==> config.mk <==
export PLATFORM = sky130hd
export DESIGN_NAME = fetch_controller_flat
export DESIGN_NICKNAME = d
export VERILOG_FILES = /design/src/rtl/fetch_controller_pkg.sv /design/src/rtl/fetch_controller_if.sv /design/src/rtl/fetch_pc_reg.sv /design/src/rtl/fetch_controller.sv /design/src/flat_wrapper.sv
export SDC_FILE = /design/constraint.sdc
export NUM_CORES = 1
export LEC_CHECK = 0
export CORE_ASPECT_RATIO = 0.5
export CORE_MARGIN = 1
export CORE_UTILIZATION = 28
export DETAILED_ROUTE_END_ITERATION = 10
export PLACE_DENSITY = 0.5
export SLEW_MARGIN = 20
export SYNTH_ARGS = -nofsm -noshare
export SYNTH_HDL_FRONTEND = slang
export SYNTH_HIERARCHICAL = 1
export SYNTH_SLANG_ARGS = --single-unit
==> constraint.sdc <==
create_clock -name clk -period 2.8 [get_ports clk]
set_clock_uncertainty 0.05 [all_clocks]
set_input_delay 0.28 -clock clk [delete_from_list [all_inputs] [get_ports clk]]
set_output_delay 0.28 -clock clk [all_outputs]
set_load 0.05 [all_outputs]
==> src/rtl/fetch_controller_pkg.sv <==
// Shared types and constants for the instruction fetch stage.
package fetch_pkg;

  typedef enum logic [1:0] {
    RUN   = 2'd0,
    HOLD  = 2'd1,
    FLUSH = 2'd2
  } fetch_state_t;

  localparam logic [63:0] PC_INC    = 64'd4;
  localparam logic [31:0] INSTR_NOP = 32'h0;
  localparam int unsigned BUB_W     = 3;

  // Redirect targets are forced onto a word boundary; the low bits only feed the error flag.
  function automatic logic [63:0] align_target(input logic [63:0] target);
    return {target[63:2], 2'b00};
  endfunction

endpackage

==> src/rtl/fetch_controller_if.sv <==
// Fetch-stage bus: hazard/branch inputs, instruction memory port and IF/ID outputs.
interface fetch_controller_if;

  logic        stall;
  logic        br_req;
  logic [63:0] br_target;
  logic [31:0] imem_instr;
  logic [63:0] imem_addr;
  logic [31:0] ifid_instr;
  logic [63:0] ifid_pc;
  logic        ifid_valid;
  logic        misalign_err;
  logic [15:0] redirect_cnt;

  modport master (
    output stall, br_req, br_target, imem_instr,
    input  imem_addr, ifid_instr, ifid_pc, ifid_valid, misalign_err, redirect_cnt
  );

  modport slave (
    input  stall, br_req, br_target, imem_instr,
    output imem_addr, ifid_instr, ifid_pc, ifid_valid, misalign_err, redirect_cnt
  );

endinterface

==> src/rtl/fetch_pc_reg.sv <==
// 64-bit program counter register with load enable and async active-low reset.
module fetch_pc_reg #(
  parameter logic [63:0] RESET_PC = 64'h0
) (
  input  logic        clk,
  input  logic        rst_n,
  input  logic        load_i,
  input  logic [63:0] d_i,
  output logic [63:0] q_o
);

  logic [63:0] pc_q;

  // NOTE: sequential state uses non-blocking assignments so every register samples pre-edge values.
  always_ff @(posedge clk or negedge rst_n) begin
    if (!rst_n) begin
      pc_q <= RESET_PC;
    end else if (load_i) begin
      pc_q <= d_i;
    end
  end

  assign q_o = pc_q;

endmodule

==> src/rtl/fetch_controller.sv <==
// Instruction fetch controller: PC sequencing, stall hold, branch redirect with bubble flush.
module fetch_controller
  import fetch_pkg::*;
#(
  parameter logic [63:0] RESET_PC = 64'h0,
  parameter int unsigned BUBBLES  = 1
) (
  input  logic               clk,
  input  logic               reset,
  fetch_controller_if.slave  bus
);

  localparam logic [BUB_W-1:0] BUB_RELOAD = BUB_W'(BUBBLES - 1);

  fetch_state_t     state_q, state_d;
  logic [BUB_W-1:0] bub_q, bub_d;
  logic [31:0]      instr_q, instr_d;
  logic [63:0]      ifid_pc_q, ifid_pc_d;
  logic             valid_q, valid_d;
  logic             mis_q, mis_d;
  logic [15:0]      rcnt_q, rcnt_d;
  logic             pc_load;
  logic [63:0]      pc_d, pc_q;
  logic             do_fetch;

  fetch_pc_reg #(.RESET_PC(RESET_PC)) u_pc_reg (
    .clk    (clk),
    .rst_n  (reset),
    .load_i (pc_load),
    .d_i    (pc_d),
    .q_o    (pc_q)
  );

  // NOTE: every signal driven here gets a default first, so no path can infer a latch.
  always_comb begin
    state_d   = state_q;
    bub_d     = bub_q;
    instr_d   = instr_q;
    ifid_pc_d = ifid_pc_q;
    valid_d   = valid_q;
    mis_d     = mis_q;
    rcnt_d    = rcnt_q;
    pc_load   = 1'b0;
    pc_d      = pc_q + PC_INC;
    do_fetch  = 1'b0;

    if (bus.br_req) begin
      // A redirect wins over stall in every state and restarts any flush in progress.
      pc_load = 1'b1;
      pc_d    = align_target(bus.br_target);
      valid_d = 1'b0;
      bub_d   = BUB_RELOAD;
      state_d = FLUSH;
      if (bus.br_target[1:0] != 2'b00) mis_d = 1'b1;
      if (rcnt_q != 16'hFFFF) rcnt_d = rcnt_q + 16'd1;
    end else begin
      case (state_q)
        RUN, HOLD: begin
          if (bus.stall) state_d = HOLD;
          else           do_fetch = 1'b1;
        end
        FLUSH: begin
          if (bub_q != '0)     bub_d = bub_q - BUB_W'(1);
          else if (!bus.stall) do_fetch = 1'b1;
        end
        default: state_d = RUN;
      endcase

      if (do_fetch) begin
        pc_load   = 1'b1;
        instr_d   = bus.imem_instr;
        ifid_pc_d = pc_q;
        valid_d   = 1'b1;
        state_d   = RUN;
      end
    end
  end

  always_ff @(posedge clk or negedge reset) begin
    if (!reset) begin
      state_q   <= RUN;
      bub_q     <= '0;
      instr_q   <= INSTR_NOP;
      ifid_pc_q <= 64'h0;
      valid_q   <= 1'b0;
      mis_q     <= 1'b0;
      rcnt_q    <= 16'h0;
    end else begin
      state_q   <= state_d;
      bub_q     <= bub_d;
      instr_q   <= instr_d;
      ifid_pc_q <= ifid_pc_d;
      valid_q   <= valid_d;
      mis_q     <= mis_d;
      rcnt_q    <= rcnt_d;
    end
  end

  assign bus.imem_addr    = pc_q;
  assign bus.ifid_instr   = instr_q;
  assign bus.ifid_pc      = ifid_pc_q;
  assign bus.ifid_valid   = valid_q;
  assign bus.misalign_err = mis_q;
  assign bus.redirect_cnt = rcnt_q;

endmodule

==> src/flat_wrapper.sv <==
// flat-port wrapper written by rule: the top's interface ports become plain ports
module fetch_controller_flat import fetch_pkg::*;
#(
  parameter logic [63:0] RESET_PC = 64'h0,
  parameter int unsigned BUBBLES  = 1
)
  (clk, reset, bus_stall, bus_br_req, bus_br_target, bus_imem_instr, bus_imem_addr, bus_ifid_instr, bus_ifid_pc, bus_ifid_valid, bus_misalign_err, bus_redirect_cnt);
  fetch_controller_if bus_i ();
  input  logic clk;
  input  logic reset;
  input wire logic [$bits(bus_i.stall)-1:0] bus_stall;
  input wire logic [$bits(bus_i.br_req)-1:0] bus_br_req;
  input wire logic [$bits(bus_i.br_target)-1:0] bus_br_target;
  input wire logic [$bits(bus_i.imem_instr)-1:0] bus_imem_instr;
  output wire logic [$bits(bus_i.imem_addr)-1:0] bus_imem_addr;
  output wire logic [$bits(bus_i.ifid_instr)-1:0] bus_ifid_instr;
  output wire logic [$bits(bus_i.ifid_pc)-1:0] bus_ifid_pc;
  output wire logic [$bits(bus_i.ifid_valid)-1:0] bus_ifid_valid;
  output wire logic [$bits(bus_i.misalign_err)-1:0] bus_misalign_err;
  output wire logic [$bits(bus_i.redirect_cnt)-1:0] bus_redirect_cnt;
  assign bus_i.stall = bus_stall;
  assign bus_i.br_req = bus_br_req;
  assign bus_i.br_target = bus_br_target;
  assign bus_i.imem_instr = bus_imem_instr;
  assign bus_imem_addr = bus_i.imem_addr;
  assign bus_ifid_instr = bus_i.ifid_instr;
  assign bus_ifid_pc = bus_i.ifid_pc;
  assign bus_ifid_valid = bus_i.ifid_valid;
  assign bus_misalign_err = bus_i.misalign_err;
  assign bus_redirect_cnt = bus_i.redirect_cnt;
  fetch_controller #(.RESET_PC(RESET_PC), .BUBBLES(BUBBLES)) u_core (.clk(clk), .reset(reset), .bus(bus_i));
endmodule
## Yosys cells after proc, flatten, opt, wreduce, memory -nomap -nowiden

Index checks and enable logic that the tools add are counted.

- Magnitude comparators: 0
- Eq/ne operators: 5
- $mul: 0
- Muxes and demuxes: 16
- Reductions and logical operators: 12
- Shifts and indexed selects: 0
- Add/subtract/negate cells: 3
- Divide/modulo/power cells: 0
- Bitwise operators: 1

Operator list:

| cell | count |
|---|---|
| 64-bit by 3-bit adder with 64-bit output (second input constant) | 1 |
| 64-bit two-way mux | 1 |
| 16-bit by 1-bit adder with 16-bit output (second input constant) | 1 |
| 16-bit != test (second input constant) | 1 |
| 2-bit AND reduction | 5 |
| 3-bit two-way mux | 3 |
| 2-bit nonzero test | 4 |
| 1-bit two-way mux | 7 |
| 2-bit two-way mux | 3 |
| 4-bit by 3-bit != test with 1-bit output (second input constant) | 1 |
| 2-bit case mux with 2 select lines | 1 |
| 3-bit by 2-bit != test with 1-bit output (second input constant) | 1 |
| 3-bit nonzero test | 1 |
| 3-bit by 1-bit subtractor with 3-bit output (second input constant) | 1 |
| 2-bit by 1-bit equality test with 1-bit output (second input constant) | 1 |
| 2-bit equality test (second input constant) | 1 |
| 2-bit zero test | 1 |
| 1-bit case mux with 2 select lines | 1 |
| 2-bit OR reduction | 1 |
| 1-bit inverter | 1 |

- Bits in latches: 0
- Memories kept: 0
- Bits of input ports: 100
- RAM bits: 0
- Bits in read-only memories: 0
- Register bits: 183
- Output and inout bits: 178

## Depth between registers and ports, before layout

Gate-level depths: netlist of the first run.

- Depth after elaboration: 6
- Depth in mapped cells: 10
- Gate-level depth less buffers: 7

## By module

The synthesis of the first run kept the hierarchy.

By module, submodules not included:

| module | times used | area an instance (um2) | cells each |
|---|---|---|---|
| fetch_controller | 1 | 6929.1 | 685 |
| fetch_pc_reg | 1 | 2678.8 | 135 |

## Worst setup path after synthesis of the first run

Ideal clock, no wire load.

- Kind: register to register
- From: register u_core.u_pc_reg.pc_q[2] (netlist: u_core/u_pc_reg/q_o[2])
- To: register u_core.u_pc_reg.pc_q[60] (netlist: u_core/u_pc_reg/q_o[60])
- Clock period less this slack: 2.708 ns
- Stages on the path, launching flop included: 8
- Slack: 0.092 ns
- Data required time: 2.625 ns
- Data arrival time: 2.533 ns
- Buffers on the path: 0
- Cells stage by stage: dfrtp_1 > ha_1 > nand3_1 > nor4_4 > nand4_2 > nor2b_1 > or3_1 > mux2_4

- Word-level cells in the longest chain between the ends: 2

Ends and longest elaborated chain:

| item | line | RTL |
|---|---|---|
| start, declared | fetch_pc_reg.sv:12 | `logic [63:0] pc_q;` |
| start signal, assigned | fetch_pc_reg.sv:19 | `pc_q <= d_i;` |
| 64-bit by 3-bit adder with 64-bit output | fetch_controller.sv:44 | `pc_d = pc_q + PC_INC;` |
| 64-bit two-way mux | fetch_controller.sv:47 | `if (bus.br_req) begin` |
| named net u_core.pc_d[60] | fetch_controller.sv:23 | `logic [63:0] pc_d, pc_q;` |

The timed path passes the listed nets, and every way through them passes these cells.
A chain may end at the register's enable or synchronous reset.

## Final worst setup path of the first run

Same ends and word-level chain as after synthesis.

==> impl_metrics.toml, run 1 <==
[detailed_routing]
wl_mm = 30.4
drc = 0
final_antenna_net_count = 0
drt_pre_antenna_iters = 4
vias_per_cell = 4.81
drtIter0Drc = 345
wl_per_cell_um = 19.2
vias = 7626

[power]
peakVddDrop_v = 0.000517
power.leakage_nw = 5.67
finalPower_mw = 17.0
p_per_area_nw_per_um2 = 1240

[clocking]
h-tree-depth = 4
cts-buffers-inserted = 17
ctsResizeCount = 0
cts-root-buf = "clkbuf_16"
cts_tree = "yes"
cts_max_path_buffers = 2
ctsHoldBuffers = 1
clock-sinks = 183
clk_latency_ps = 460
post_cts_buffers = 0
clkTransAtPathRegs_ps = 70

[worst_setup_path]
crit_type = "register to register"
cp.required_ps = 3080
cp.arrival_ps = 2800
cp-end-kind = "register"
crit_buf_inv = 0
cp_cell_sequence = "ha_1, nand3_1, nor4_4, nand4_2, nor2b_1, or3_1, mux2_4"
critical-path-top-delay-family = "simple AND/OR/NAND/NOR gates"
cp_max_fo = 8
r2r-start = "u_core/u_pc_reg/q_o[2]$_DFFE_PN0P_"
ff2ff_path_depth = 7
rrSetupSlack_ps = 280
cpPeakStageDelay_ps = 470
crit_path_start_kind = "register"
crit_slowest_cell = "nor4_4"
r2r-end = "u_core/u_pc_reg/q_o[60]$_DFFE_PN0P_"

[timing]
finalCritPeriodShare = 0.900
relSlewSlack = 0.618
fin_ws_ps = 279
finalSetupViolCount = 0
fin_tns_setup_ps = 0
period_minus_slack_ps = 2520
fmax_ghz = 0.397
worstMarginPinSlew_ps = 571
final_hold_viol_count = 0
drv_slew = 0
rsz0062_at_grt = "false"

[finish]
design_area_sq_um = 13800
finalCoreUtilization = 0.413
nets = 1236
drive_gt1_frac = 0.231
synthToLayoutAreaGrowth_pct = 43.5

[min_path]
hp-start = "bus_br_req"
hold_class = "input port to register"
worstHoldPathCells = 2
worstHoldEndpoint = "u_core/bus.ifid_valid$_DFFE_PN0P_"

[grt]
grt_use_total = 0.175
grt_pass1_wl_mm = 47.3
grt_overflow = 0
grt_pass1_vias = 7939
grt_max_degree = 64
antenna_found_initial = 1

[placed_design]
placed_area_sq_um = 13200
port_buffers = 277
place_congestion = 0.792
dp_slack_ps = 299
dp_hpwl_mm = 22.6

[run_status]
status = "finished clean"

[logic_synthesis]
ys_seq_area_frac = 0.477
synth.yosys.warnings = 6
avgSynthCellArea_sq_um = 11.7
synth_edf_count = 0
synth_ff_type = "dfrtp_1"
syn-instance-count = 820
ys_ff_latch = 183
synthArstFlopShare = 1.00
synth_nets = 924
ys_types = 48
syn-cell-area_sq_um = 9610

[floorplan]
io_pins = 278
design.core.area_sq_um = 33400
start_util = 0.288
rows = 47
die_h_um = 133
dieArea_sq_um = 35100
chipWidth_um = 264

[run]
drv_cap = 0
-- routing by layer --
metal,GRT usage,up-vias,wire length [um]
li1,-,3616,-
met1,0.223,3872,13300
met2,0.299,121,15600
met3,0.0335,17,1200
met4,0.0556,0,373
met5,0,-,0
-- metrics by stage --
stage / hold slack [ps] / instances
global placement: 270 / 1553
CTS: 55.5 / 1584
detailed placement: 273 / 1553
global route: 76.1 / 1585
finish: 82.5 / 1585
floorplan: -65.6 / 820
-- synthesized netlist by cell type, drive strengths merged, types with 3 or more instances --
| master | number | share of area |
|---|---|---|
| or3 | 4 | 0.0031 |
| nor4 | 23 | 0.021 |
| a22oi | 8 | 0.0063 |
| nor2b | 22 | 0.014 |
| mux2 | 163 | 0.21 |
| and4 | 9 | 0.0082 |
| nor2 | 19 | 0.0074 |
| nand4 | 38 | 0.027 |
| dfrtp | 183 | 0.48 |
| xor2 | 20 | 0.018 |
| clkbuf | 21 | 0.0082 |
| o21ai | 42 | 0.022 |
| a211o | 3 | 0.0027 |
| and3 | 18 | 0.012 |
| a21oi | 3 | 0.0016 |
| mux2i | 5 | 0.0052 |
| ha | 4 | 0.0052 |
| nand2 | 79 | 0.031 |
| or4 | 5 | 0.0039 |
| xnor2 | 34 | 0.031 |
| nor4b | 3 | 0.0034 |
| nor3 | 24 | 0.013 |
| inv | 7 | 0.0027 |
| nand3 | 38 | 0.022 |
| a221o | 9 | 0.0094 |
| nand2b | 3 | 0.0020 |
| buf | 19 | 0.019 |
-- worst max-delay path by stage --
stage                     slack, ps                                  end                                from  cells past startpoint
after global routing            120  u_core/u_pc_reg/q_o[60]$_DFFE_PN0P_  u_core/u_pc_reg/q_o[3]$_DFFE_PN0P_                      7
after global placement          320  u_core/u_pc_reg/q_o[60]$_DFFE_PN0P_  u_core/u_pc_reg/q_o[2]$_DFFE_PN0P_                      7
after detailed placement        300  u_core/u_pc_reg/q_o[60]$_DFFE_PN0P_  u_core/u_pc_reg/q_o[2]$_DFFE_PN0P_                      7
final                           280  u_core/u_pc_reg/q_o[60]$_DFFE_PN0P_  u_core/u_pc_reg/q_o[2]$_DFFE_PN0P_                      7
after CTS                       280  u_core/u_pc_reg/q_o[60]$_DFFE_PN0P_  u_core/u_pc_reg/q_o[2]$_DFFE_PN0P_                      7
after floorplan                  90  u_core/u_pc_reg/q_o[60]$_DFFE_PN0P_  u_core/u_pc_reg/q_o[2]$_DFFE_PN0P_                      7
-- power by group --
group / leakage, nW / switching [mW] / internal, mW / total [mW]
sequential: 2.20 / 1.01 / 3.76 / 4.76
clock: 0.301 / 1.07 / 1.52 / 2.59
combinational: 3.17 / 5.89 / 3.78 / 9.67
-- state kept, by name, indices dropped and copies added, names as in the netlist --
register,flops
u_core/bus.redirect_cnt,16
u_core/bus.ifid_valid,1
u_core/bus.misalign_err,1
u_core/bus.ifid_instr,32
u_core/u_pc_reg/q_o,64
u_core/state_q,2
u_core/bus.ifid_pc,64
u_core/bub_q,3
-- cell families after synthesis --
family / Yosys count / share of synthesized area
compound gates: 71 / 0.0466
mux: 168 / 0.220
buf+inv: 48 / 0.0307
simple gates: 292 / 0.172
fa+ha+maj: 4 / 0.00521
flops: 183 / 0.477
xor+xnor: 54 / 0.0492
-- cell usage in the layout, fill, tap and decap left out, drive strengths merged, types with 4 or more instances in the layout --
cell type and count:
a221o 9, a22oi 8, and3 18, and4 9, buf 56, bufinv 4
clkbuf 21, clkdlybuf4s50 275, clkinv 6, dfrtp 183, ha 4, inv 7
mux2 163, mux2i 5, nand2 79, nand3 38, nand4 38, nor2 19
nor2b 22, nor3 24, nor4 23, o21ai 42, or3 4, or4 5
xnor2 34, xor2 20
-- area by class of cell --
class | count | area (sq um)
clock buffers | 20 | 457
multi-input cells | 589 | 4740
repair buffers | 333 | 3270
fillers | 3174 | 19600
flip-flops and latches | 183 | 4580
clock inverters | 10 | 153
inverters | 8 | 30.0
well taps | 441 | 552
diodes | 1 | 2.50
(Power assumes the default switching activity.)
==> run 2, diff against run 1 <==
- PLACE_DENSITY: 0.5 -> 0.52
- clock period: 2.8 -> 2.1 ns (I/O delays scaled with it)
==> run 2 against run 1 <==
Compared with the run above:
- the flow now finishes with violations (setup timing)
- highest routed layer unchanged
- design area is 12% higher
- critical path type unchanged
- sequential share of layout area fell by 3.2 points
- largest power group unchanged
- register-to-register slack got worse by 410 ps
==> impl_metrics.toml, run 2 (same netlist as run 1, synthesis figures left out) <==
[run_status]
status = "finished with violations"
violations = "setup timing"

[clocking]
cts_max_path_buffers = 2
cts-buffers-inserted = 17
clock-sinks = 183
clk_latency_ps = 460
clkTransAtPathRegs_ps = 70
cts-root-buf = "clkbuf_16"
h-tree-depth = 4
cts_tree = "yes"

[worst_setup_path]
cp.required_ps = 2390
crit_type = "register to register"
cp_max_fo = 5
crit_path_start_kind = "register"
cp.arrival_ps = 2520
cp-end-kind = "register"

[floorplan]
die_h_um = 133
dieArea_sq_um = 35100
rows = 47
start_util = 0.288
chipWidth_um = 264
io_pins = 278
design.core.area_sq_um = 33400

[timing]
fmax_ghz = 0.449
period_minus_slack_ps = 2230
finalSetupViolCount = 21
drv_slew = 0
finalCritPeriodShare = 1.06
rsz0062_at_grt = "true"
relSlewSlack = 0.623
fin_ws_ps = -129
worstMarginPinSlew_ps = 563
final_hold_viol_count = 0

[detailed_routing]
drt_pre_antenna_iters = 4
wl_per_cell_um = 18.5
drtIter0Drc = 425
drc = 0
vias_per_cell = 4.77
wl_mm = 31.7
vias = 8169
final_antenna_net_count = 0

[finish]
layout_common_cells = "clkdlybuf4s50_1 (233), buf_4 (151), dfrtp_1 (130), mux2_2 (101), nand2_1 (78)"
finalCoreUtilization = 0.463
nets = 1361
drive_gt1_frac = 0.391
synthToLayoutAreaGrowth_pct = 60.9
final_common_cell = "clkdlybuf4s50_1"
design_area_sq_um = 15500

[grt]
grt_use_total = 0.182
antenna_found_initial = 1
grt_pass1_vias = 8551
grt_overflow = 0
grt_pass1_wl_mm = 49.8
grt_max_degree = 56

[power]
peakVddDrop_v = 0.000705
power.leakage_nw = 6.81
p_per_area_nw_per_um2 = 1550

[placed_design]
dp_slack_ps = -224
port_buffers = 277
dp_hpwl_mm = 23.1
place_congestion = 0.827
placed_area_sq_um = 14000

[run]
drv_cap = 0

[min_path]
hold_class = "input port to async pin"
==> run 2: metrics by stage <==
step           hold WS [ps]  power, mW  setup TNS (ps)  std cells
2_1_floorplan          -136       14.9           -2060        820
6_report                200       24.0           -1210       1712
3_5_place_dp            129       20.2           -7840       1637
5_1_grt                 214       25.1           -2830       1712
3_3_place_gp            131       20.0           -2750       1637
4_1_cts                 192       23.8            -697       1686
==> run 2: per-layer routing <==
layer / wire, um / GRT usage / vias to the layer above
li1: - / - / 3891
met1: 14200 / 0.231 / 4113
met2: 16100 / 0.314 / 144
met3: 999 / 0.0324 / 21
met4: 403 / 0.0546 / 0
met5: 0 / 0 / -
==> run 2: cell type report <==
class | instances | area, sq um
timing repair buffer | 458 | 4390
tap | 441 | 552
clock buffer | 19 | 453
fill | 3026 | 17900
multi-input combinational | 589 | 5230
clock inverter | 13 | 160
sequential | 183 | 4650
inverter | 8 | 30.0
antenna | 1 | 2.50
==> run 2: timing repair <==
action | 4_1_cts | 5_1_grt
pin swaps | 14 | 40
gates cloned | 1 | 2
buffers inserted | 15 | 24
hold buffers | 1 | 0
resized for setup | 47 | 76
hold endpoints to repair | 36 | 0
setup endpoints to repair | 137 | 167
==> run 2: path summary, 6_finish.rpt <==
kind / startpoint / endpoint / slack, ps / cells after the start
setup / recovery: u_core/u_pc_reg/q_o[12]$_DFFE_PN0P_ / u_core/u_pc_reg/q_o[50]$_DFFE_PN0P_ / -130 / 7
hold / removal: reset / u_core/bus.ifid_instr[19]$_DFFE_PN0P_ / 200 / 2
setup reg to reg: u_core/u_pc_reg/q_o[12]$_DFFE_PN0P_ / u_core/u_pc_reg/q_o[50]$_DFFE_PN0P_ / -130 / 7
hold reg to reg: u_core/bus.misalign_err$_DFFE_PN0P_ / u_core/bus.misalign_err$_DFFE_PN0P_ / 440 / 1
max in group asynchronous: reset / u_core/bus.ifid_pc[4]$_DFFE_PN0P_ / 1100 / 3
min in group clk: bus_br_req / u_core/bus.ifid_valid$_DFFE_PN0P_ / 240 / 3
==> run 2: report_power, final <==
part           internal (mW)  leakage [nW]  switching [mW]
registers               5.09          2.15            1.19
logic                   5.81          4.37            8.47
clock network           1.86         0.299            1.58
==> run 2: worst max-delay path: stages, from the launching register on <==
cell     delay, ps
dfrtp_2        420
nand3_4        130
nor4_4         420
buf_4          210
buf_6          110
nand4_1        170
a221o_1        350
mux2_4         250
==> run 3, diff against run 2 <==
--- a/config.mk
+++ b/config.mk
@@ -12,3 +12,2 @@
 export PLACE_DENSITY = 0.52
-export SLEW_MARGIN = 20
 export SYNTH_ARGS = -nofsm -noshare
==> constraint.sdc (replaced) <==
create_clock -name clk -period 2.1 [get_ports clk]
set_clock_uncertainty 0.05 [all_clocks]
set_input_delay 0.315 -clock clk [delete_from_list [all_inputs] [get_ports clk]]
set_output_delay 0.315 -clock clk [all_outputs]
set_load 0.05 [all_outputs]
==> run 3 against run 2 <==
Compared with the run above:
- the flow still finishes with violations (setup timing)
- non-clock buffer count rose by 28
- flip-flop and latch count did not move
- hold slack improved by 120 ps
- design area rose by 6.0%
- fmax rose by 1.8%
- power rose by 6.3%
- cell count rose by 1.8%
==> impl_metrics.toml, run 3 (same netlist as run 1, synthesis figures left out) <==
[timing]
final_hold_viol_count = 0
relSlewSlack = 0.610
drv_slew = 0
fin_ws_ps = -89.2
worstMarginPinSlew_ps = 585
fmax_ghz = 0.457
finalSetupViolCount = 84
rsz0062_at_grt = "true"
period_minus_slack_ps = 2190
finalCritPeriodShare = 1.04
fin_tns_setup_ps = -3680

[min_path]
hold_class = "input port to register"

[finish]
final_cells = 1743
nets = 1389
final_common_cell = "clkdlybuf4s50_1"
synthToLayoutAreaGrowth_pct = 70.6
drive_gt1_frac = 0.421
nFillCells = 3036
layout_common_cells = "clkdlybuf4s50_1 (199), buf_4 (167), mux2_4 (158), dfrtp_1 (130), nand2_1 (77)"

[detailed_routing]
drc = 0
vias_per_cell = 4.89
drtIter0Drc = 590
wl_mm = 35.3
wl_per_cell_um = 20.3
final_antenna_net_count = 0
drt_pre_antenna_iters = 5
vias = 8525

[run]
drv_cap = 0

[clocking]
cts_max_path_buffers = 2
cts_tree = "yes"
h-tree-depth = 4
clk_latency_ps = 460
clkTransAtPathRegs_ps = 80
cts-buffers-inserted = 17
cts-root-buf = "clkbuf_16"
clock-sinks = 183

[worst_setup_path]
cp.arrival_ps = 2490
cp-end-kind = "register"
cp_max_fo = 8
crit_path_start_kind = "register"
cp.required_ps = 2400
crit_type = "register to register"

[run_status]
violations = "setup timing"
status = "finished with violations"

[floorplan]
die_h_um = 133
io_pins = 278
design.core.area_sq_um = 33400
chipWidth_um = 264
dieArea_sq_um = 35100
start_util = 0.288
rows = 47

[grt]
grt_pass1_wl_mm = 52.5
grt_overflow = 0
grt_pass1_vias = 8956
grt_max_degree = 61
grt_use_total = 0.194
antenna_found_initial = 4

[placed_design]
port_buffers = 277
dp.cells = 1640
place_congestion = 0.838
dp_hpwl_mm = 23.5

[power]
peakVddDrop_v = 0.000717
p_per_area_nw_per_um2 = 1560
power.leakage_nw = 7.30
-- run 3: changes by cell type in the layout (fill, tap and decap cells not counted), moves of 4 or more --
cell and delta:
clkdlybuf4s50_1 -34, buf_4 +16, buf_12 +6, buf_16 +10, dlymetal6s2s_1 -12, clkbuf_16 +7, dlygate4sd2_1 +31, mux2_4 +96
and4_4 +4, buf_8 +5, mux2_2 -96
-- run 3: what timing repair did --
action	in CTS	in global routing
endpoints found under the hold margin	53	0
setup buffers	25	23
gates cloned	11	11
gates resized for setup	152	122
endpoints found under the setup margin	216	144
pin swaps	13	24
hold buffers	1	0
-- run 3: path summary, 6_finish.rpt --
path	cells after the start	end	startpoint	slack, ps
worst max-delay path	10	u_core/bus.ifid_pc[13]$_DFFE_PN0P_	u_core/bub_q[1]$_DFFE_PN0P_	-90
min in group asynchronous	2	u_core/bus.ifid_instr[15]$_DFFE_PN0P_	reset	350
worst max register to register	10	u_core/bus.ifid_pc[13]$_DFFE_PN0P_	u_core/bub_q[1]$_DFFE_PN0P_	-90
worst min-delay path	3	u_core/bus.ifid_valid$_DFFE_PN0P_	bus_br_req	320
max in group asynchronous	3	u_core/u_pc_reg/q_o[42]$_DFFE_PN0P_	reset	930
worst min register to register	1	u_core/bus.misalign_err$_DFFE_PN0P_	u_core/bus.misalign_err$_DFFE_PN0P_	440
-- run 3: layer usage --
| metal | wire (um) | vias to the layer above | global-route usage |
|---|---|---|---|
| met1 | 16100 | 4366 | 0.249 |
| met2 | 17300 | 178 | 0.322 |
| met3 | 1220 | 36 | 0.0430 |
| li1 | - | 3945 | - |
| met5 | 0 | - | 0 |
| met4 | 691 | 0 | 0.0662 |
-- run 3: through the flow --
step / worst slack, ps / hold WS, ps / instance area [sq um] / utilization / total power [mW]
finish: -89.2 / 316 / 16400 / 0.491 / 25.5
global route: -167 / 310 / 16400 / 0.491 / 26.6
CTS: -123 / 292 / 15500 / 0.465 / 24.7
detailed placement: -241 / 305 / 14000 / 0.420 / 20.2
global placement: -194 / 290 / 14000 / 0.420 / 20.0
floorplan: -243 / -30.6 / 9850 / - / 14.9
-- run 3: layout make-up --
| class | instances | area, sq um | share of cell area |
|---|---|---|---|
| clock inverters | 15 | 215 | 0.0131 |
| multi-input cells | 589 | 5580 | 0.341 |
| inverters | 8 | 30.0 | 0.00183 |
| repair buffers | 486 | 4930 | 0.301 |
| well taps | 441 | 552 | 0.0337 |
| flip-flops and latches | 183 | 4650 | 0.283 |
| diodes | 4 | 10.0 | 0.000611 |
| clock buffers | 17 | 425 | 0.0260 |
-- run 3: power breakdown --
part	leakage, nW	switching (mW)	internal [mW]
logic	4.85	8.82	6.71
clock network	0.303	1.57	2.02
registers	2.15	1.29	5.09
total	7.30	11.7	13.8
-- run 3: critical path: stages, from the launching register on --
cell and delay [ps]:
dfrtp_1 390, inv_2 80, ha_4 140, ha_4 150, nand2b_4 60, a21oi_4 210
and2_4 200, buf_12 120, buf_16 180, clkbuf_16 180, mux2_4 300
